## config.mk

```make
export PLATFORM = sky130hd
export DESIGN_NAME = program_loader
export DESIGN_NICKNAME = d
export VERILOG_FILES = /design/src/rtl/program_loader.sv
export SDC_FILE = /design/constraint.sdc
export NUM_CORES = 1
export LEC_CHECK = 0
export CAP_MARGIN = 10
export CORE_MARGIN = 2
export CORE_UTILIZATION = 38
export CTS_BUF_LIST = sky130_fd_sc_hd__clkbuf_16
export DETAILED_ROUTE_END_ITERATION = 16
export PLACE_DENSITY_LB_ADDON = 0.05
export SLEW_MARGIN = 30
export SYNTH_ARGS = -nofsm -noshare
export SYNTH_HDL_FRONTEND = slang
export SYNTH_SLANG_ARGS = --single-unit
```

## constraint.sdc

```tcl
create_clock -name i_clk -period 1.5 [get_ports i_clk]
set_clock_uncertainty 0.2 [all_clocks]
set_input_delay 0.3 -clock i_clk [delete_from_list [all_inputs] [get_ports i_clk]]
set_output_delay 0.3 -clock i_clk [all_outputs]
set_load 0.005 [all_outputs]
```

## src/rtl/program_loader.sv

```systemverilog
// Program loader: holds the CPU and writes DEPTH bytes from an external byte
// source into memory, one address-register strobe plus one memory-write strobe per byte.
module program_loader #(
    parameter int DEPTH  = 16,
    parameter int ADDR_W = 4,
    parameter int DATA_W = 8
) (
    input  logic              i_clk,
    input  logic              i_reset,
    input  logic              i_start,
    input  logic              i_abort,
    input  logic              i_valid,
    input  logic [DATA_W-1:0] i_data,
    output logic              o_ready,
    output logic [DATA_W-1:0] o_bus,
    output logic              o_bus_en,
    output logic              o_reg_mem_write_n,
    output logic              o_mem_write_n,
    output logic              o_cpu_hold,
    output logic              o_busy,
    output logic              o_done,
    output logic [ADDR_W-1:0] o_addr
);

    typedef enum logic [2:0] {
        S_IDLE,
        S_ADDR,
        S_WAIT,
        S_DATA,
        S_DONE
    } state_t;

    localparam logic [ADDR_W-1:0] LAST = ADDR_W'(DEPTH - 1);

    state_t              state_q, state_d;
    logic [ADDR_W-1:0]   addr_q,  addr_d;
    logic [DATA_W-1:0]   data_q,  data_d;

    always_ff @(posedge i_clk or negedge i_reset) begin
        if (!i_reset) begin
            state_q <= S_IDLE;
            addr_q  <= '0;
            data_q  <= '0;
        end else begin
            state_q <= state_d;
            addr_q  <= addr_d;
            data_q  <= data_d;
        end
    end

    always_comb begin
        state_d = state_q;
        addr_d  = addr_q;
        data_d  = data_q;
        case (state_q)
            S_IDLE: begin
                if (i_start) begin
                    state_d = S_ADDR;
                    addr_d  = '0;
                end
            end
            S_ADDR: state_d = S_WAIT;
            S_WAIT: begin
                if (i_valid) begin
                    data_d  = i_data;
                    state_d = S_DATA;
                end
            end
            S_DATA: begin
                if (addr_q == LAST) begin
                    state_d = S_DONE;
                end else begin
                    addr_d  = addr_q + 1'b1;
                    state_d = S_ADDR;
                end
            end
            S_DONE:  state_d = S_IDLE;
            default: state_d = S_IDLE;
        endcase
        // Abort overrides everything; addr is kept so the stopping point can be inspected.
        if (i_abort) begin
            state_d = S_IDLE;
            addr_d  = addr_q;
            data_d  = data_q;
        end
    end

    // All outputs are pure decodes of registered state, so strobes are glitch-free.
    always_comb begin
        o_ready           = 1'b0;
        o_bus             = '0;
        o_bus_en          = 1'b0;
        o_reg_mem_write_n = 1'b1;
        o_mem_write_n     = 1'b1;
        o_done            = 1'b0;
        o_busy            = (state_q != S_IDLE);
        o_cpu_hold        = (state_q != S_IDLE);
        o_addr            = addr_q;
        case (state_q)
            S_ADDR: begin
                o_bus             = {{(DATA_W-ADDR_W){1'b0}}, addr_q};
                o_bus_en          = 1'b1;
                o_reg_mem_write_n = 1'b0;
            end
            S_WAIT: o_ready = 1'b1;
            S_DATA: begin
                o_bus         = data_q;
                o_bus_en      = 1'b1;
                o_mem_write_n = 1'b0;
            end
            S_DONE:  o_done = 1'b1;
            default: ;
        endcase
    end

endmodule

```

==> results.cfg, run 1 <==
[grt]
grt_first_pass_wirelength_mm = 4.85
overflow = 0
grt.total_usage = 0.264
grt_pass1_vias = 967
grt_max_degree = 16
antenna_found_initial = 0

[detailed_routing]
wirelength_mm = 3.32
drt_iter0_drc = 15
wl_per_cell_um = 19.1
num_vias = 893
drc = 0
firstDrtPassIters = 6
ant_nets = 0
viasPerCell = 5.13

[critical_path]
worstSetupPathType = reg -> out
r2r_start = state_q[2]$_DFFE_PN0P_
endpoint = o_cpu_hold
worstSetupStartpoint = state_q[2]$_DFFE_PN0P_
end_kind = output pin
critPathMaxStageDelay_ns = 0.41
crit_arrival_ns = 1.37
r2r_slack_ns = -0.30
path_max_fanout = 4
cp_cell_sequence = buf_6, buf_6, or3_4, buf_6
cp-start-kind = register
rr_worst_depth = 5
r2r_end = o_addr[1]$_DFFE_PN0P_
required_ns = 1.00
crit_top_cell = buf_6
cp_slowest_cell = dfrtp_1

[finish]
final_cell_mix = buf_6 (29), buf_4 (19), dfrtp_1 (15)
final_common_cell = buf_6
syn_to_final_growth_pct = 110
diodes = 0
fin_nets = 162
postLayoutCellArea_um2 = 1730
layout-drive-gt1-share = 0.673
final_cells = 174

[floorplanning]
die_x_um = 50.6
fp.coreArea_um2 = 2000
die-area_um2 = 2560
chipHeight_um = 50.6
io_pins = 32
initial_utilization = 0.413
core.rowCount = 16

[job]
drv_cap = 0

[placed_design]
gp_congestion = 0.826
place_area_um2 = 1340
hpwl_mm = 1.64
portBuffers = 31
dp.cells = 153

[synth]
synth_nets = 89
synthCells = 75
ys_types = 31
syn_area_um2 = 826
syn_area_per_cell_um2 = 11.0
synth_warnings = 0
synth_seq_cells = 15
ys_seq_area_frac = 0.455

[sta]
hold_ws_ns = 0.175
fmax_mhz = 534
min_period_ns = 1.87
slew_headroom = 0.802
worst_pin_slew_ns = 0.292
setup_viol = 28
rsz0062_at_grt = yes
slew_viol_final = 0
setup_slack_ns = -0.373
setup-tns-final_ns = -7.09
finalHoldViolCount = 0
timing.final.crit_share = 1.25

[power_and_ir_drop]
switchingPower_mw = 0.450
combPwrFrac = 0.323
p_leak_nw = 0.812
p_sw_frac = 0.269
power.share.sequential = 0.358
vdd_ir_drop_max_uv = 911
p_int_mw = 1.22
pwr-share-clk = 0.318
power_density_nw_per_um2 = 964

[clock_tree]
h-tree-depth = 1
clkTransAtPathRegs_ns = 0.05
clock_sinks = 15
cts_max_path_buffers = 2
clock_latency_ns = 0.25
ctsHoldBuffers = 0
cts_made_buffers = 3
root_buffer = clkbuf_16
tritoncts = yes

[outcome]
violations = negative setup slack
outcome = complete, but fails checks

[min_path]
hp-class = in -> async
[power by group through the flow]
stage	clock, mW	combinational, mW	sequential (mW)
2_1_floorplan	0	0.221	0.568
3_3_place_gp	0	0.367	0.583
3_5_place_dp	0	0.381	0.592
4_1_cts	0.529	0.479	0.586
5_1_grt	0.538	0.571	0.610
6_report	0.531	0.540	0.598
[synthesized netlist by cell type]
cell      instances  area (µm²)
a311o_1           1        10.0
a31oi_1           1        6.26
a32o_2            1        11.3
a41oi_1           1        8.76
and2_1            6        37.5
and3_1            1        6.26
and3b_1           1        8.76
and4bb_4          1        16.3
buf_2             2        10.0
buf_4             1        7.51
clkbuf_2          1        5.00
dfrtp_1          15         375
ha_1              1        12.5
inv_1             4        15.0
mux2_2            8        90.1
mux2_4            1        15.0
mux2i_1           5        50.1
nand2_1           1        3.75
nand2b_1          2        12.5
nand3_1           4        20.0
nand4b_2          1        15.0
nor2_1            7        26.3
nor2_2            1        6.26
nor3_1            1        5.00
nor3b_1           1        7.51
o211ai_1          1        7.51
o21a_1            1        7.51
o21ai_0           1        5.00
o311ai_0          1        8.76
or3_1             1        6.26
xnor2_1           1        8.76
[cell families after synthesis]
logic type | synth area share
AND/OR/NAND/NOR | 0.208
buffers and inverters | 0.0454
AO/OA/AOI/OAI | 0.0788
flip-flops | 0.455
adder cells (fa/ha/maj) | 0.0151
XOR/XNOR | 0.0106
multiplexers | 0.188
[final cells by class]
class / instances / area [µm²]
Sequential cell: 15 / 375
Clock buffer: 3 / 75.1
Multi-Input combinational cell: 52 / 532
Timing Repair Buffer: 72 / 693
Fill cell: 104 / 270
Tap cell: 27 / 33.8
Clock inverter: 1 / 5.00
Inverter: 4 / 17.5
[what timing repair did]
action | CTS | global route
endpoints found under the setup margin | 32 | 31
setup buffers | 17 | 5
pin swaps | 17 | 11
cloned | 0 | 0
resized for setup | 109 | 25
[worst max-delay path: cells and delay by family (launching register included)]
family,cells,cell delay [ns]
flops,1,0.41
buf+inv,3,0.38
simple gates,1,0.34
[sequential cells by signal, summed over array words and instances, names as in the netlist]
register,count
data_q,8
o_addr,4
state_q,3
[worst min-delay path by stage]
| stage | depth (start not counted) | to | slack, ns | startpoint |
|---|---|---|---|---|
| 6_report | 2 | state_q[1]$_DFFE_PN0P_ | 0.18 | i_reset |
| 2_1_floorplan | 0 | data_q[0]$_DFFE_PN0P_ | -0.20 | i_reset |
| 4_1_cts | 2 | data_q[7]$_DFFE_PN0P_ | 0.18 | i_reset |
| 3_3_place_gp | 1 | data_q[5]$_DFFE_PN0P_ | 0.28 | data_q[5]$_DFFE_PN0P_ |
| 3_5_place_dp | 1 | data_q[4]$_DFFE_PN0P_ | 0.29 | data_q[4]$_DFFE_PN0P_ |
| 5_1_grt | 2 | state_q[1]$_DFFE_PN0P_ | 0.21 | i_reset |
[per-layer routing]
metal / GRT usage / vias to the layer above / part of all wire
li1: - / 411 / -
met1: 0.283 / 431 / 0.39
met2: 0.507 / 39 / 0.53
met3: 0.0387 / 12 / 0.041
met4: 0.113 / 0 / 0.040
met5: 0 / - / 0
[metrics by stage]
step | power (mW) | setup slack [ns] | util
after floorplan | 0.788 | -0.128 | -
after CTS | 1.59 | -0.336 | 0.823
after global routing | 1.72 | -0.389 | 0.865
final | 1.67 | -0.373 | 0.865
after global placement | 0.951 | -0.418 | 0.669
after detailed placement | 0.973 | -0.447 | 0.669
(Power assumes the default switching activity.)
==> inputs of run 2 (changes only) <==
--- a/config.mk
+++ b/config.mk
@@ -7,10 +7,11 @@
 export LEC_CHECK = 0
 export CAP_MARGIN = 10
 export CORE_MARGIN = 2
-export CORE_UTILIZATION = 38
+export CORE_UTILIZATION = 40
 export CTS_BUF_LIST = sky130_fd_sc_hd__clkbuf_16
 export DETAILED_ROUTE_END_ITERATION = 16
-export PLACE_DENSITY_LB_ADDON = 0.05
+export DONT_BUFFER_PORTS = 1
+export PLACE_DENSITY = 0.67
 export SLEW_MARGIN = 30
 export SYNTH_ARGS = -nofsm -noshare
 export SYNTH_HDL_FRONTEND = slang
==> results.cfg, run 2 (synthesis results as in run 1) <==
[detailed_routing]
wl_per_cell_um = 17.7
drc = 0
wirelength_mm = 2.51
ant_nets = 0
viasPerCell = 5.42
drt_iter0_drc = 19
num_vias = 769
firstDrtPassIters = 4

[clock_tree]
tritoncts = yes
cts_made_buffers = 3
clock_latency_ns = 0.25
clkTransAtPathRegs_ns = 0.05
cts_max_path_buffers = 2
clock_sinks = 15
root_buffer = clkbuf_16
h-tree-depth = 1

[sta]
timing.final.crit_share = 1.15
setup_slack_ns = -0.219
min_period_ns = 1.72
fmax_mhz = 582
slew_viol_final = 0
worst_pin_slew_ns = 0.679
slew_headroom = 0.546
finalHoldViolCount = 1
setup_viol = 27
rsz0062_at_grt = yes
hold_ws_ns = -0.00155

[grt]
met1_usage = 0.250
grt_first_pass_wirelength_mm = 3.92
met3_usage = 0.0460
grt.total_usage = 0.223
grt_pass1_vias = 765
met2_usage = 0.403
busiest_layer = met2
antenna_found_initial = 0
grt_max_degree = 16
overflow = 0

[placed_design]
gp_congestion = 0.805
hpwl_mm = 1.40
portBuffers = 0
pre_cts_slack_ns = -0.149
dp.cells = 115

[floorplanning]
core.rowCount = 16
initial_utilization = 0.421
io_pins = 32
fp.coreArea_um2 = 1960
die-area_um2 = 2440
die_x_um = 49.4
chipHeight_um = 49.4

[min_path]
hp-class = in -> reg

[finish]
multi_input_area_um2 = 524
diodes = 0
fillers = 147
final_cell_mix = buf_4 (20), buf_6 (16), dfrtp_1 (12)
seq_area_um2 = 379
final_common_cell = buf_4
layout-drive-gt1-share = 0.635
fin_nets = 130
regMostFlops = data_q
syn_to_final_growth_pct = 69.7
final_cells = 142
largest_reg_flops = 8

[critical_path]
cp-start-kind = register
cp_top_family = flip-flops
worstSetupPathType = reg -> out
crit_arrival_ns = 1.22
cp.buffers_inverters = 1
end_kind = output pin
cp_slowest_cell = dfrtp_2
required_ns = 1.00
cp_cell_sequence = buf_6, or3_4
path_max_fanout = 5
critPathMaxStageDelay_ns = 0.44

[outcome]
violations = negative hold slack, negative setup slack
outcome = complete, but fails checks

[power_and_ir_drop]
p_leak_nw = 0.625
power_density_nw_per_um2 = 1110
vdd_ir_drop_max_uv = 802

[job]
drv_cap = 0
run 2: cell types whose count changed in the layout (fill, tap and decap cells not counted), moves of 3 or more:
| cell | before | now |
|---|---|---|
| and2_4 | 5 | 1 |
| clkdlybuf4s50_1 | 11 | 0 |
| dlygate4sd3_1 | 0 | 4 |
| dfrtp_2 | 0 | 3 |
| and2_1 | 1 | 5 |
| dfrtp_1 | 15 | 12 |
| buf_6 | 29 | 16 |
| buf_2 | 6 | 0 |
run 2: metrics by stage:
step                      power [mW]  instance area (µm²)  setup TNS, ns   util  hold slack, ns
after global routing            1.62                 1400          -4.68  0.714         0.00317
after CTS                       1.49                 1290          -2.64  0.660         0.00171
after floorplan                0.788                  853         -0.195      -          -0.196
after global placement         0.837                  977         -0.499  0.498          -0.195
final                           1.55                 1400          -3.25  0.714        -0.00155
after detailed placement       0.858                  977          -1.19  0.498          -0.195
run 2: worst paths after layout:
check / depth (start not counted) / end / slack, ns / start
max in group asynchronous: 1 / state_q[0]$_DFFE_PN0P_ / 0.29 / i_reset
min: 1 / data_q[6]$_DFFE_PN0P_ / -0.002 / i_data[6]
min in group asynchronous: 1 / state_q[2]$_DFFE_PN0P_ / 0.33 / i_reset
min reg2reg: 1 / data_q[5]$_DFFE_PN0P_ / 0.29 / data_q[5]$_DFFE_PN0P_
max: 2 / o_cpu_hold / -0.22 / state_q[0]$_DFFE_PN0P_
max reg2reg: 4 / o_addr[1]$_DFFE_PN0P_ / -0.20 / state_q[2]$_DFFE_PN0P_
run 2: layout make-up:
class | instances | share of cell area
multi-input cells | 52 | 0.374
flip-flops and latches | 15 | 0.271
repair buffers | 40 | 0.264
clock buffers | 3 | 0.0536
well taps | 27 | 0.0241
inverters | 4 | 0.0107
clock inverters | 1 | 0.00268
run 2: repair_timing:
item                                   4_1_cts  5_1_grt
endpoints found under the hold margin       18        0
setup endpoints to repair                   26       27
setup buffers                               14        6
cloned                                       0        0
hold buffers                                 4        0
pin swaps                                    6        9
resized for setup                           26       17
run 2: worst register-to-register path, stage by stage, from the launching register on:
cell,delay (ns)
dfrtp_2,0.44
buf_4,0.15
and4bb_4,0.32
a32o_2,0.17
mux2_4,0.30
run 2: report_power, final:
| part | leakage [nW] | switching, mW | internal [mW] |
|---|---|---|---|
| Sequential | 0.189 | 0.0701 | 0.524 |
| Clock | 0.0423 | 0.166 | 0.353 |
| Combinational | 0.393 | 0.166 | 0.272 |
| Total | 0.625 | 0.403 | 1.15 |
run 2: layer usage:
metal | vias to the layer above | wire, µm
met5 | - | 0
met4 | 0 | 95
met3 | 12 | 165
met2 | 37 | 1320
met1 | 373 | 930
li1 | 347 | -
==> inputs of run 3 (changes only) <==
--- a/config.mk
+++ b/config.mk
@@ -11,6 +11,7 @@
 export CTS_BUF_LIST = sky130_fd_sc_hd__clkbuf_16
 export DETAILED_ROUTE_END_ITERATION = 16
 export DONT_BUFFER_PORTS = 1
+export GPL_TIMING_DRIVEN = 0
 export PLACE_DENSITY = 0.67
 export SLEW_MARGIN = 30
 export SYNTH_ARGS = -nofsm -noshare
==> results.cfg, run 3 (synthesis results as in run 1) <==
[grt]
grt_pass1_vias = 618
grt.total_usage = 0.164
grt_max_degree = 16
antenna_found_initial = 0
grt_first_pass_wirelength_mm = 2.99
overflow = 0

[power_and_ir_drop]
combPwrFrac = 0.234
power.share.sequential = 0.414
p_int_mw = 1.09
vdd_ir_drop_max_uv = 1020
power_density_nw_per_um2 = 1210
p_leak_nw = 0.518
p_sw_frac = 0.240
pwr-share-clk = 0.352
totalPowerFinal_mw = 1.43
switchingPower_mw = 0.344

[critical_path]
cp.buffers_inverters = 2
cp_cell_sequence = buf_8, or3_4, buf_6
cp_slowest_cell = dfrtp_2
end_kind = output pin
path_max_fanout = 2
worstSetupPathType = reg -> out
critPathMaxStageDelay_ns = 0.41
path_depth = 3
cp-start-kind = register
rr_worst_depth = 5
crit_arrival_ns = 1.27
cp_top_family = flip-flops
required_ns = 1.00

[clock_tree]
cts_max_path_buffers = 2
tritoncts = yes
clkTransAtPathRegs_ns = 0.05
clock_latency_ns = 0.24
clock_sinks = 15
cts_made_buffers = 3
h-tree-depth = 1
root_buffer = clkbuf_16

[outcome]
violations = negative setup slack
outcome = complete, but fails checks

[min_path]
holdPathStages = 1
hp-class = in -> reg

[placed_design]
hpwl_mm = 1.24
dp.cells = 102
gp_congestion = 0.765
portBuffers = 0

[sta]
setup_slack_ns = -0.274
min_period_ns = 1.77
slew_headroom = 0.536
finalHoldViolCount = 0
hold_ws_ns = 0.00617
setup-tns-final_ns = -4.06
setup_viol = 26
worst_pin_slew_ns = 0.694
slew_viol_final = 0
timing.final.crit_share = 1.18
rsz0062_at_grt = yes
fmax_mhz = 564

[finish]
fin_nets = 110
final_cells = 122
regMostFlops = data_q
layout-drive-gt1-share = 0.537
diodes = 0
syn_to_final_growth_pct = 42.7
largest_reg_flops = 8
final_cell_mix = dfrtp_1 (11), buf_4 (11), mux2_2 (7)

[detailed_routing]
drc = 0
num_vias = 644
ant_nets = 0
firstDrtPassIters = 2
viasPerCell = 5.28
wirelength_mm = 1.85
drt_iter0_drc = 6
wl_per_cell_um = 15.2

[floorplanning]
die-area_um2 = 2440
initial_utilization = 0.421
io_pins = 32
die_x_um = 49.4
core.rowCount = 16
chipHeight_um = 49.4
fp.coreArea_um2 = 1960

[job]
drv_cap = 0
## run 3: worst paths after layout
kind                                   startpoint                endpoint  slack, ns
max                        state_q[1]$_DFFE_PN0P_              o_cpu_hold      -0.27
min                                     i_data[5]   data_q[5]$_DFFE_PN0P_      0.006
max reg2reg                state_q[0]$_DFFE_PN0P_   o_addr[1]$_DFFE_PN0P_      -0.21
min reg2reg                 data_q[5]$_DFFE_PN0P_   data_q[5]$_DFFE_PN0P_       0.30
max in group asynchronous                 i_reset  state_q[2]$_DFFE_PN0P_       0.27
min in group asynchronous                 i_reset   data_q[1]$_DFFE_PN0P_       0.35
## run 3: layout make-up
| type | count | area (µm²) |
|---|---|---|
| inverter | 4 | 15.0 |
| buffer | 3 | 37.5 |
| clock buffer | 3 | 75.1 |
| tap | 27 | 33.8 |
| multi-input combinational | 52 | 487 |
| timing repair buffer | 17 | 146 |
| fill | 172 | 783 |
| sequential | 15 | 380 |
| clock inverter | 1 | 3.75 |
## run 3: worst reg2reg max path, cell delays in order (launching register included)
cell	delay (ns)
dfrtp_1	0.38
buf_4	0.13
buf_4	0.12
and4bb_4	0.20
a32o_2	0.27
mux2_4	0.29
## run 3: timing repair
action	4_1_cts	5_1_grt
setup buffers	7	7
gates resized for setup	18	11
hold buffers	2	1
endpoints found under the hold margin	16	1
setup endpoints to repair	27	28
pin swaps	1	4
## run 3: metal layers
metal	GRT usage	vias to the layer above	part of all wire
li1	-	310	-
met1	0.199	310	0.43
met2	0.275	20	0.50
met3	0.0491	4	0.051
met4	0.0556	0	0.019
met5	0	-	0
## run 3: stage by stage
step / cell area, µm² / utilization / worst slack [ns]
detailed placement: 887 / 0.452 / -0.217
global placement: 887 / 0.452 / -0.185
CTS: 1070 / 0.546 / -0.264
floorplan: 853 / - / -0.128
finish: 1180 / 0.601 / -0.274
global route: 1180 / 0.601 / -0.311
## run 3: power groups by stage
stage / sequential [mW] / combinational, mW / clock, mW
3_3_place_gp: 0.581 / 0.240 / 0
4_1_cts: 0.592 / 0.299 / 0.511
6_report: 0.593 / 0.335 / 0.503
5_1_grt: 0.606 / 0.363 / 0.537
3_5_place_dp: 0.589 / 0.247 / 0
2_1_floorplan: 0.568 / 0.221 / 0
==> patch (flow settings as in run 1) <==
Make the reset (`i_reset`) synchronous in one clocked block.
--- a/src/rtl/program_loader.sv
+++ b/src/rtl/program_loader.sv
@@ -38,3 +38,3 @@
 
-    always_ff @(posedge i_clk or negedge i_reset) begin
+    always_ff @(posedge i_clk) begin
         if (!i_reset) begin
Behaviour: differs if i_reset is asserted again (counterexample within 4 cycles, from zero or initial values and one cycle with i_reset low); with i_reset held inactive, the same outputs for 10 cycles.
==> patch against run 1 <==
Global-route usage is 4.3 points lower. Critical endpoint is now o_bus[1]. Count of clock-buffer cells in the layout stayed put. Final area is 5.6% lower. Utilization is 13 points lower. Area after synthesis is 8.9% higher. Critical path depth is 1 higher. Via count is 3.5% higher. The run still ends with setup timing left. Routed wire length is 22% lower. Highest routed layer unchanged. Worst setup slack better by 0.13 ns. Sequential cell count stayed put.
Power is not compared: it rests on default switching activity, and its combinational part moved more than twofold at a synthesized area within 25%.
==> patch: results (changes against run 1) <==
[routing]
routedWlPerCell_um = 14.1  ; was 19.1 um
totalWireLength_um = 2600  ; was 3320 um
firstDrtPassIters = 4  ; was 6
viasPerCell = 4.99  ; was 5.13
dr.first_iter.drc_count = 3  ; was 15

[finish]
antennaDiodeCount = 0  ; unchanged
drive_above_1_share_pct = 55.4  ; was 67.3%

[synthesis]
synth_top_cells_by_area = dfxtp_1 (33%), and3_1 (9.0%), mux2i_1 (6.7%)  ; was dfrtp_1 (45%), mux2_2 (11%), mux2i_1 (6.1%)
ys_seq_area_share_pct = 33.4  ; was 45.5%
synth_cell_type_count = 32  ; was 31
syn_avg_cell_area_um2 = 9.27  ; was 11.0 um2
synth_common_cells = dfxtp_1 (15), and3_1 (13), a21boi_0 (8), o21a_1 (8), mux2i_1 (6)  ; was dfrtp_1 (15), mux2_2 (8), nor2_1 (7)
synth_nets = 111  ; was 89
yosys.area.top_type = dfxtp_1  ; was dfrtp_1

[timing]
setup_viol = 27  ; was 28
tns_ns = -4.26  ; was -7.09 ns
worst_pin_slew_ns = 0.317  ; was 0.292 ns
finalWorstSetupSlack_ns = -0.241  ; was -0.373 ns
worst_hold_slack_ns = 0.359  ; was 0.175 ns

[min_path]
hold_end = o_addr[2]
min_path_type = reg -> reg  ; was in -> async
hp-start = o_addr[2]

[global_route]
grt_max_degree = 18  ; was 16
grt_pass1_wl_um = 4420  ; was 4850 um
track_usage_pct = 22.1  ; was 26.4%
grt_pass1_vias = 952  ; was 967

[worst_setup_path]
r2r_start = state_q[1]  ; was state_q[2]
critPathMaxFanout = 5  ; was 4
reg2reg_to = o_addr[1]  ; unchanged
slowest_stage = dfxtp_2  ; was dfrtp_1
arrival_ns = 1.24  ; was 1.37 ns
slowest_delay_ns = 0.34  ; was 0.41 ns

[run_status]
outcome = finished with violations  ; unchanged
violations = setup timing  ; unchanged

[place]
place_area_um2 = 1340  ; about the same
place_ws_ns = -0.489  ; was -0.447 ns
placedCellCount = 166  ; was 153
hpwlAfterDp_um = 1580  ; was 1640 um
place_congestion = 0.791  ; was 0.826

[patch: worst max path at each step]
stage               slack, ns  startpoint          to
floorplan               -0.01  state_q[1]  o_cpu_hold
global placement        -0.47     i_abort   o_addr[1]
detailed placement      -0.49     i_abort   o_addr[1]
CTS                     -0.22  state_q[2]    o_bus[4]
global route            -0.29  state_q[1]    o_bus[1]
finish                  -0.24  state_q[1]    o_bus[1]
[patch: timing repair]
item                       in CTS  in global routing
pin swaps                      31                 14
buffers inserted               14                  0
gates cloned                    1                  0
setup endpoints to repair      31                 30
resized for setup             112                  8
[patch: layer usage]
layer	track usage [%]	part of all wire (%)	vias to the layer above
li1	-	-	469
met1	26.1	43	434
met2	40.4	54	19
met3	2.57	3.0	2
met4	7.69	0.35	0
met5	0	0	-
[patch: area by class of cell]
| type | count | area (um2) |
|---|---|---|
| inverters | 3 | 11.3 |
| repair buffers | 64 | 562 |
| flip-flops and latches | 15 | 310 |
| clock inverters | 1 | 5.00 |
| clock buffers | 3 | 75.1 |
| multi-input cells | 71 | 636 |
| well taps | 28 | 35.0 |
| fillers | 174 | 599 |
[patch: through the flow]
stage                     power (mW)  util (%)
after floorplan                0.458         -
after CTS                       1.06      71.9
after global routing            1.10      73.2
after global placement         0.515      59.8
final                           1.06      73.2
after detailed placement       0.517      59.8
[patch: cells by family after synthesis]
family          share of synthesized area [%]
buf+inv                                  6.95
mux                                      6.68
compound gates                           20.0
flops                                    33.4
simple gates                             30.6
fa+ha+maj                                1.39
xor+xnor                                0.974
[patch: power groups by stage]
stage,clock [mW],combinational (mW),sequential (mW)
3_5_place_dp,0,0.105,0.412
2_1_floorplan,0,0.0461,0.412
4_1_cts,0.528,0.132,0.404
3_3_place_gp,0,0.104,0.412
5_1_grt,0.550,0.145,0.403
6_report,0.518,0.135,0.403
[patch: worst register-to-register path, cell delays in order (launching register included)]
cell	delay [ns]
dfxtp_2	0.32
buf_6	0.12
buf_6	0.11
or4b_4	0.52
o2bb2ai_4	0.19
mux2i_1	0.20
